`src/rtl/keypad_scan_pkg.sv`:
```
// Shared types for the keypad scanner: FSM states, snapshot classes, key codes
// and the snapshot classifier.
package keypad_scan_pkg;

  localparam int COL_W = 4;
  localparam int ROW_W = 4;

  typedef enum logic [1:0] {
    ST_IDLE      = 2'd0,
    ST_DEB_PRESS = 2'd1,
    ST_PRESSED   = 2'd2,
    ST_DEB_REL   = 2'd3
  } state_t;

  typedef enum logic [1:0] {
    SNAP_NONE  = 2'd0,
    SNAP_ONE   = 2'd1,
    SNAP_MULTI = 2'd2
  } snap_class_t;

  // Key codes are row*4 + col, as decoded by the clock controller.
  typedef enum logic [3:0] {
    KEY_0,  KEY_1,  KEY_2,  KEY_3,
    KEY_4,  KEY_5,  KEY_6,  KEY_7,
    KEY_8,  KEY_9,  KEY_10, KEY_11,
    KEY_12, KEY_13, KEY_14, KEY_15
  } key_t;

  typedef struct packed {
    snap_class_t cls;
    key_t        code;
  } snap_info_t;

  // Snapshot bit index is col*4 + row; the key code swaps the two fields.
  function automatic snap_info_t classify(input logic [15:0] snap);
    snap_info_t  info;
    int          n;
    logic [3:0]  idx;
    info.cls  = SNAP_NONE;
    info.code = KEY_0;
    n = 0;
    for (int i = 0; i < 16; i++) begin
      if (snap[i]) begin
        n++;
        idx = 4'(i);
        info.code = key_t'({idx[1:0], idx[3:2]});
      end
    end
    if (n == 1)
      info.cls = SNAP_ONE;
    else if (n > 1)
      info.cls = SNAP_MULTI;
    return info;
  endfunction

endpackage

```
`src/rtl/keypad_scan_tick_gen.sv`:
```
// Free-running divider producing a one-cycle tick every DWELL clocks.
module scan_tick_gen #(
  parameter int DWELL = 10
) (
  input  logic clk,
  input  logic rst,
  output logic o_tick
);

  localparam int W = (DWELL > 2) ? $clog2(DWELL) : 1;

  logic [W-1:0] cnt;

  assign o_tick = (cnt == W'(DWELL - 1));

  always_ff @(posedge clk) begin
    if (rst)
      cnt <= '0;
    else if (o_tick)
      cnt <= '0;
    else
      cnt <= cnt + 1'b1;
  end

endmodule

```
`src/rtl/keypad_scan.sv`:
```
// 4x4 keypad scanner: column drive, full-snapshot capture, debounce FSM and
// one-pulse-per-press key event output.
module keypad_scan
  import keypad_scan_pkg::*;
#(
  parameter int CLK_HZ    = 50_000_000,
  parameter int SCAN_HZ   = 1_000,
  parameter int DEB_SCANS = 4
) (
  input  logic             clk,
  input  logic             rst,
  input  logic [ROW_W-1:0] i_row,
  output logic [COL_W-1:0] o_col,
  output logic [3:0]       o_key_code,
  output logic             o_key_valid,
  output logic             o_key_held
);

  localparam int         DWELL    = CLK_HZ / SCAN_HZ;
  localparam logic [3:0] DEB_LAST = 4'(DEB_SCANS - 1);

  logic        tick;
  logic [1:0]  col;
  logic [1:0]  col_nxt;
  logic [15:0] snap;
  logic [15:0] snap_now;
  logic [15:0] prev_snap;
  logic        scan_done;
  logic        same_snap;
  snap_info_t  info;
  state_t      state;
  logic [3:0]  deb_cnt;
  key_t        cand;

  scan_tick_gen #(.DWELL(DWELL)) u_tick (
    .clk    (clk),
    .rst    (rst),
    .o_tick (tick)
  );

  // Snapshot as it will look once the current column is captured.
  always_comb begin
    snap_now = snap;
    snap_now[{col, 2'b00} +: 4] = ~i_row;
  end

  assign col_nxt   = col + 2'd1;
  assign scan_done = tick && (col == 2'd3);
  assign info      = classify(snap_now);
  assign same_snap = (snap_now == prev_snap);

  always_ff @(posedge clk) begin
    if (rst) begin
      col         <= 2'd0;
      o_col       <= 4'b1110;
      snap        <= '0;
      prev_snap   <= '0;
      state       <= ST_IDLE;
      deb_cnt     <= '0;
      cand        <= KEY_0;
      o_key_code  <= '0;
      o_key_valid <= 1'b0;
      o_key_held  <= 1'b0;
    end else begin
      o_key_valid <= 1'b0;
      if (tick) begin
        snap  <= snap_now;
        col   <= col_nxt;
        o_col <= ~(4'b0001 << col_nxt);
      end
      if (scan_done) begin
        prev_snap <= snap_now;
        case (state)
          ST_IDLE: begin
            if (info.cls == SNAP_ONE) begin
              cand <= info.code;
              if (DEB_LAST == 4'd0) begin
                state       <= ST_PRESSED;
                deb_cnt     <= '0;
                o_key_code  <= info.code;
                o_key_valid <= 1'b1;
                o_key_held  <= 1'b1;
              end else begin
                state   <= ST_DEB_PRESS;
                deb_cnt <= 4'd1;
              end
            end
          end
          ST_DEB_PRESS: begin
            if (info.cls != SNAP_ONE) begin
              state   <= ST_IDLE;
              deb_cnt <= '0;
            end else if (!same_snap) begin
              cand    <= info.code;
              deb_cnt <= 4'd1;
            end else if (deb_cnt >= DEB_LAST) begin
              state       <= ST_PRESSED;
              deb_cnt     <= '0;
              o_key_code  <= cand;
              o_key_valid <= 1'b1;
              o_key_held  <= 1'b1;
            end else begin
              deb_cnt <= deb_cnt + 4'd1;
            end
          end
          ST_PRESSED: begin
            if (!(info.cls == SNAP_ONE && info.code == cand)) begin
              if (DEB_LAST == 4'd0 && info.cls == SNAP_NONE) begin
                state      <= ST_IDLE;
                deb_cnt    <= '0;
                o_key_held <= 1'b0;
              end else begin
                state   <= ST_DEB_REL;
                deb_cnt <= 4'd1;
              end
            end
          end
          ST_DEB_REL: begin
            if (info.cls == SNAP_NONE) begin
              if (deb_cnt >= DEB_LAST) begin
                state      <= ST_IDLE;
                deb_cnt    <= '0;
                o_key_held <= 1'b0;
              end else begin
                deb_cnt <= deb_cnt + 4'd1;
              end
            end else if (info.cls == SNAP_ONE && info.code == cand) begin
              state   <= ST_PRESSED;
              deb_cnt <= '0;
            end else begin
              deb_cnt <= 4'd1;
            end
          end
          default: begin
            state   <= ST_IDLE;
            deb_cnt <= '0;
          end
        endcase
      end
    end
  end

endmodule

```
`config.mk`:
```
export PLATFORM = sky130hd
export DESIGN_NAME = keypad_scan
export DESIGN_NICKNAME = d
export VERILOG_FILES = /design/src/rtl/keypad_scan_pkg.sv /design/src/rtl/keypad_scan_tick_gen.sv /design/src/rtl/keypad_scan.sv
export SDC_FILE = /design/constraint.sdc
export NUM_CORES = 1
export LEC_CHECK = 0
export ABC_AREA = 1
export BUFFER_PORTS_ARGS = -buffer_cell sky130_fd_sc_hd__buf_2
export CORE_MARGIN = 2
export CORE_UTILIZATION = 40
export CTS_CLUSTER_SIZE = 40
export DETAILED_ROUTE_END_ITERATION = 10
export SYNTH_ARGS = -nofsm -noshare
export SYNTH_HDL_FRONTEND = slang
export SYNTH_HIERARCHICAL = 1
export SYNTH_SLANG_ARGS = --single-unit
```
`constraint.sdc`:
```
create_clock -name clk -period 12.4 [get_ports clk]
set_clock_uncertainty 0.2 [all_clocks]
set_input_delay 0.62 -clock clk [delete_from_list [all_inputs] [get_ports clk]]
set_output_delay 0.62 -clock clk [all_outputs]
set_load 0.05 [all_outputs]
```
=== Word-level counts from Yosys, hierarchy flattened ===
Index checks and enable logic that the tools add are counted.

* Output and inout port bits: 10
* Logic and storage cells: 138
* Register bits after elaboration: 70

* Shift-type cells: 3
* $add $sub $neg: 19
* Reductions and logical operators: 13
* Bitwise gates (word level): 6
* Magnitude comparators: 2
* Mux-type cells: 62
* Eq/ne operators: 22

{| class="wikitable"
|+ Operators by type and width
! cell !! count
|-
| adder 32 x 2 -> 32 bit, second input constant || 15
|-
| 2-to-1 mux 32 bit || 15
|-
| 2-to-1 mux 4 bit || 23
|-
| equality test 32 x 2 -> 1 bit, second input constant || 1
|-
| greater-than comparator 32 x 2 -> 1 bit, second input constant || 1
|-
| 2-to-1 mux 2 bit || 10
|-
| adder 16 x 1 -> 16 bit, second input constant || 1
|-
| bitwise mux 16 bit || 1
|-
| equality test 16 bit || 1
|-
| equality test 16 bit, second input constant || 1
|-
| != test 2 bit, second input constant || 8
|-
| one-hot mux 4 bit (4 select lines) || 1
|-
| variable shift 4 x 6 -> 16 bit, first input constant || 1
|-
| variable part select 4 x 6 -> 16 bit || 1
|-
| AND reduction 7 bit || 2
|-
| != test 3 bit, second input constant || 4
|-
| AND reduction 5 bit || 2
|-
| 2-to-1 mux 1 bit || 8
|-
| inverter 4 bit || 2
|-
| one-hot mux 2 bit (4 select lines) || 1
|-
| one-hot mux 4 bit (2 select lines) || 1
|-
| equality test 2 bit, second input constant || 3
|-
| negator 4 -> 6 bit || 1
|-
| OR reduction 5 bit || 1
|-
| 15 further kinds || 22
|}

=== Longest topological paths before layout ===
* Word-level depth: 42
* Depth in mapped cells: 68

=== Cells and area by module ===
The synthesis kept the hierarchy.

{| class="wikitable"
|+ By module, submodules not included
! module !! area each (um^2) !! cells each !! instances
|-
| keypad_scan || 5138.7 || 839 || 1
|-
| scan_tick_gen || 823.3 || 126 || 1
|}

=== Least setup slack after synthesis ===
Ideal clock, no wire load.

* Path type: register to register
* Start: register col[0]
* End: register deb_cnt[0]
* Stages on the path, launching flop included: 67
* Setup time: 0.115 ns
* Path buffers: 2
* Slack: 2.586 ns
* Arrival: 9.499 ns
* Cell sequence: dfxtp_1 -> buf_6 -> inv_4 -> ha_1 -> buf_4 -> nor2_1 -> a21oi_1 -> inv_1 -> ha_1 -> inv_1 -> nand3_1 -> nand2_2 -> inv_1 -> ha_1 -> nand2_1 -> nand2_1 -> ha_1 -> or2_1 -> (+31 left out) -> nand2_1 -> o21ai_0 -> ha_1 -> inv_1 -> nor3_1 -> nand2_1 -> inv_1 -> nand2_1 -> nor2_1 -> nand2_1 -> nand2_1 -> nand3_1 -> nor2_2 -> nand3_1 -> nand2_1 -> inv_2 -> o21ai_1 -> nor2b_1

* Cells in the longest elaborated chain, start to end: 42

{| class="wikitable"
|+ RTL lines
! what !! RTL line !! text
|-
| start: declaration || keypad_scan.sv:23 || <nowiki>logic [1:0] col;</nowiki>
|-
| start signal: assignment || keypad_scan.sv:68 || <nowiki>col <= col_nxt;</nowiki>
|-
| negator 4 -> 6 bit || keypad_scan.sv:44 || <nowiki>snap_now[{col, 2'b00} +: 4] = ~i_row;</nowiki>
|-
| variable part select 4 x 6 -> 16 bit / variable shift 4 x 6 -> 16 bit (equally long branches) || keypad_scan.sv:44 ||
|-
| bitwise mux 16 bit || keypad_scan.sv:44 ||
|-
| 2-to-1 mux 1 bit || keypad_scan_pkg.sv:43 || <nowiki>if (snap[i]) begin</nowiki>
|-
| adder 32 x 2 -> 32 bit || keypad_scan_pkg.sv:44 || <nowiki>n++;</nowiki>
|-
| 2-to-1 mux 32 bit || keypad_scan_pkg.sv:43 ||
|-
| adder 32 x 2 -> 32 bit || keypad_scan_pkg.sv:44 ||
|-
| 2-to-1 mux 32 bit || keypad_scan_pkg.sv:43 ||
|-
| (+26 left out) || - ||
|-
| greater-than comparator 32 x 2 -> 1 bit || keypad_scan_pkg.sv:51 || <nowiki>else if (n > 1)</nowiki>
|-
| 2-to-1 mux 2 bit || keypad_scan_pkg.sv:51 ||
|-
| 2-to-1 mux 2 bit || keypad_scan_pkg.sv:49 || <nowiki>if (n == 1)</nowiki>
|-
| equality test 2 x 1 -> 1 bit || keypad_scan.sv:75, keypad_scan.sv:107, keypad_scan.sv:127 ||
|-
| logical AND 1 bit || keypad_scan.sv:107, keypad_scan.sv:127 ||
|-
| 2-to-1 mux 1 bit || keypad_scan.sv:127 || <nowiki>end else if (info.cls == SNAP_ONE && info.code == cand) begin</nowiki>
|-
| 2-to-1 mux 4 bit || keypad_scan.sv:119 || <nowiki>if (info.cls == SNAP_NONE) begin</nowiki>
|-
| one-hot mux 4 bit (4 select lines) || keypad_scan.sv:73 || <nowiki>case (state)</nowiki>
|-
| end signal: assignment || keypad_scan.sv:103 || <nowiki>deb_cnt <= deb_cnt + 4'd1;</nowiki>
|-
| end signal: assignment || keypad_scan.sv:125 || <nowiki>deb_cnt <= deb_cnt + 4'd1;</nowiki>
|-
| end: declaration || keypad_scan.sv:32 || <nowiki>logic [3:0] deb_cnt;</nowiki>
|}

Parallel ways exist; a longest one is shown, timed or not.
A chain may end at the register's enable or synchronous reset.

=== Worst setup path after layout ===
Same ends and word-level chain as after synthesis.

==> results.md <==
- Delay of the slowest critical-path stage: roughly 0.65 ns
- WL final: approximately 14 mm
- Net count after synthesis: between 900 and 1000
- Post-synthesis instance area: slightly below 0.006 sq mm
- HP Class: reg2reg
- Number of flip-flops and latches in the synthesized netlist: 70
- Critical path capture point type: flop
- Most common cell after layout, fill and taps aside: sky130_fd_sc_hd__nand2_1
- Slowest-stage cell, CP: sky130_fd_sc_hd__dfxtp_1
- Combined area of the multi-input logic cells: about 0.0038 sq mm
- Later-pin clock latency in the skew report: 0.34 ns
- Upper clock frequency limit: ~0.09 GHz
- GRT Residual Overflow: 0
- Antenna violations before repair: 0
- Final Max Tran Viols: 0
- Wire length of the first global-routing pass: around 24 mm
- IO Count: 16
- Remaining antenna violation count: 0
- Number of enable flip-flop cells after synthesis: 0
- Maximum number of pins on one net before global-route repair: 30
- Bufs on Longest Clock Path: 2
- Die height: 126 um
- Drt pass-1 iters: 6
- Layout cells sized above 1: 16.1%
- Setup TNS Final: 0 ns
- Met1 Resource Use GR: roughly a quarter
- Met3 Use GR: under 10%
- Gate count after technology mapping: between 900 and 1000
- Top library cells by usage in the layout, fill and taps aside: sky130_fd_sc_hd__nand2_1 (211), sky130_fd_sc_hd__inv_1 (144), sky130_fd_sc_hd__nor2_1 (110)
- # setup viols final: 0
- Cell with the most instances on the worst path: sky130_fd_sc_hd__nand2_1
- Worst endpoint required time: roughly 12 ns
- Number of unique standard cell types used by synthesis: 49
- TritonCTS clock tree: built
- Buffers on Ports: 15
- P per Cell Area: approximately 83 mW/mm^2
- Tot GR Track Use: between 10% and 20%
- Non-filler cells, final: 1167
- Inserted Clock Buffers: 9
- Antenna cells: 0
- Final HPWL from detailed placement: around 11 mm
- Number of violations reported at the end of detailed-routing iteration 0: between 300 and 400
- Total area of sequential cells: between 0.001 and 0.0015 sq mm
- Top fanout value on the critical path: 11
- Total die area: approximately 0.016 sq mm
- Number of global-route vias before repair: between 5000 and 6000
- Clock-pin transition on the worst setup and hold timing paths: roughly 0.06 ns
- Mean area per synthesized cell: roughly 6.2 sq um
- Transition time of the tightest slew-check pin: between 0.8 and 0.9 ns
- Fill cell instance count of the final layout: roughly 1600
- Via density: 4.87
- Relative max-transition margin: around 41%
- Minimum clock period: between 10 and 15 ns
- VDD IR-drop max: between 0.00006 and 0.00007 V
- Worst-case setup slack after placement: approximately 1.6 ns
- Post-DR wirelength/cell: 11.6 um
- DRC violations left: 0
- Sequential fraction of the synthesis area: between 20% and 30%
- Cell area after layout: ~0.0065 sq mm
- Met2 Track Usage GR: roughly 28%
- Number of maximum-capacitance constraint violations: 0
- Post-placement cell count: 1151
- Synthesis-to-layout area growth: 8.35%
- Final net count: between 1000 and 1500
- Buffers inserted during post-CTS setup optimization: 0
- Vias post-DR: 5688
- Initial Utilization: around two fifths
- Buffer cell driving the clock tree root: sky130_fd_sc_hd__clkbuf_16
- Number of warnings issued by yosys: 6
- Number of clock sinks: 70
- Fraction of registers with async set or reset after synthesis: 0%
- Post-placement cell area: just over 0.006 sq mm
- CTS hold repair buffers: 0
- Pleak: around 3 nW
- Core area: 0.0145 sq mm
- X dimension of the die: ~130 um
- Routability-driven placement congestion ratio: about 0.83
- Result of the run: finished clean
- Top flip-flop cell by instance count after synthesis: sky130_fd_sc_hd__dfxtp_1
- Setup repair after global routing missed its margin: false
- Category of the most critical setup path: reg2reg
- Layer carrying the most global-route usage: met2
- Crit path setup slack, layout: approximately 1.5 ns
- Count of cells resized by post-cts repair: 0
- Placement row count: 44
- Data arrival at the endpoint of the critical path: around 11 ns
- Level count of the clock H-tree: 3
- Final Hold Violating Endpoints: 0
- Share of the cycle needed by the critical path after routing: roughly 90%
- CP startpoint kind: flop
==> power breakdown <==
| part | switching (mW) | leakage, nW | internal, mW |
|---|---|---|---|
| clock network | 0.0949 | 0.133 | 0.147 |
| registers | 0.000717 | 0.564 | 0.226 |
| logic | 0.0460 | 2.29 | 0.0230 |
==> state kept, by name (all words and copies together) (netlist names) <==
signal       flops
o_key_valid      1
u_tick/cnt      16
snap            16
prev_snap       16
o_key_held       1
state            2
o_col            4
col              2
deb_cnt          4
o_key_code       4
cand             4
==> kinds of logic after synthesis <==
| kind of cell | synth area share [%] |
|---|---|
| adder cells (fa/ha/maj) | 4.20 |
| buffers and inverters | 12.3 |
| AO/OA/AOI/OAI | 12.0 |
| AND/OR/NAND/NOR | 45.5 |
| flip-flops | 23.5 |
| XOR/XNOR | 2.50 |
==> cell usage after synthesis, types with 6 or more instances <==
library cell | number | area [sq um]
sky130_fd_sc_hd__nand4_1 | 16 | 100
sky130_fd_sc_hd__nand2_2 | 50 | 313
sky130_fd_sc_hd__o21ai_0 | 43 | 215
sky130_fd_sc_hd__xor2_1 | 16 | 140
sky130_fd_sc_hd__dfxtp_1 | 70 | 1400
sky130_fd_sc_hd__a21oi_1 | 41 | 205
sky130_fd_sc_hd__nand2_4 | 10 | 113
sky130_fd_sc_hd__nor2_2 | 6 | 37.5
sky130_fd_sc_hd__inv_1 | 144 | 541
sky130_fd_sc_hd__inv_2 | 17 | 63.8
sky130_fd_sc_hd__nand3_1 | 80 | 400
sky130_fd_sc_hd__o22ai_1 | 11 | 68.8
sky130_fd_sc_hd__clkbuf_1 | 7 | 26.3
sky130_fd_sc_hd__nand2_1 | 211 | 792
sky130_fd_sc_hd__nor2_1 | 110 | 413
sky130_fd_sc_hd__or2_2 | 7 | 43.8
sky130_fd_sc_hd__ha_1 | 20 | 250
sky130_fd_sc_hd__o21ai_1 | 19 | 95.1
sky130_fd_sc_hd__nand3_2 | 22 | 220
sky130_fd_sc_hd__nor3_1 | 11 | 55.1
==> cell type report <==
type / count / share of cell area, %
clock inverters: 2 / 0.252
multi-input cells: 714 / 59.2
inverters: 166 / 9.76
well taps: 184 / 3.56
repair buffers: 17 / 1.39
clock buffers: 14 / 4.09
flip-flops and latches: 70 / 21.7
==> critical path, delay by kind of cell, from the launching register on <==
kind / cells / cell delay (ns)
compound gates: 4 / 0.71
fa+ha+maj: 15 / 4.48
buf+inv: 10 / 0.83
flops: 1 / 0.65
simple gates: 36 / 3.86
==> path summary, 6_finish.rpt <==
path / start / endpoint / slack (ns) / depth (start not counted)
setup reg to reg: col[0] / deb_cnt[0] / 1.54 / 65
setup / recovery: col[0] / deb_cnt[0] / 1.54 / 65
hold / removal: deb_cnt[3] / deb_cnt[3] / 0.24 / 2
hold reg to reg: deb_cnt[3] / deb_cnt[3] / 0.24 / 2
==> routing by layer <==
layer / vias to the layer above / wire length, um
met1: 2495 / 7140
met4: 0 / 219
met2: 65 / 5960
li1: 3110 / -
met5: - / 0
met3: 18 / 251
==> metrics by stage <==
stage,utilization [%],power [mW],hold WS (ns)
floorplan,-,0.289,0.221
global placement,42.5,0.300,0.238
detailed placement,42.5,0.301,0.236
CTS,44.4,0.544,0.244
finish,44.4,0.537,0.243
global route,44.4,0.566,0.259
(Power assumes the default switching activity.)
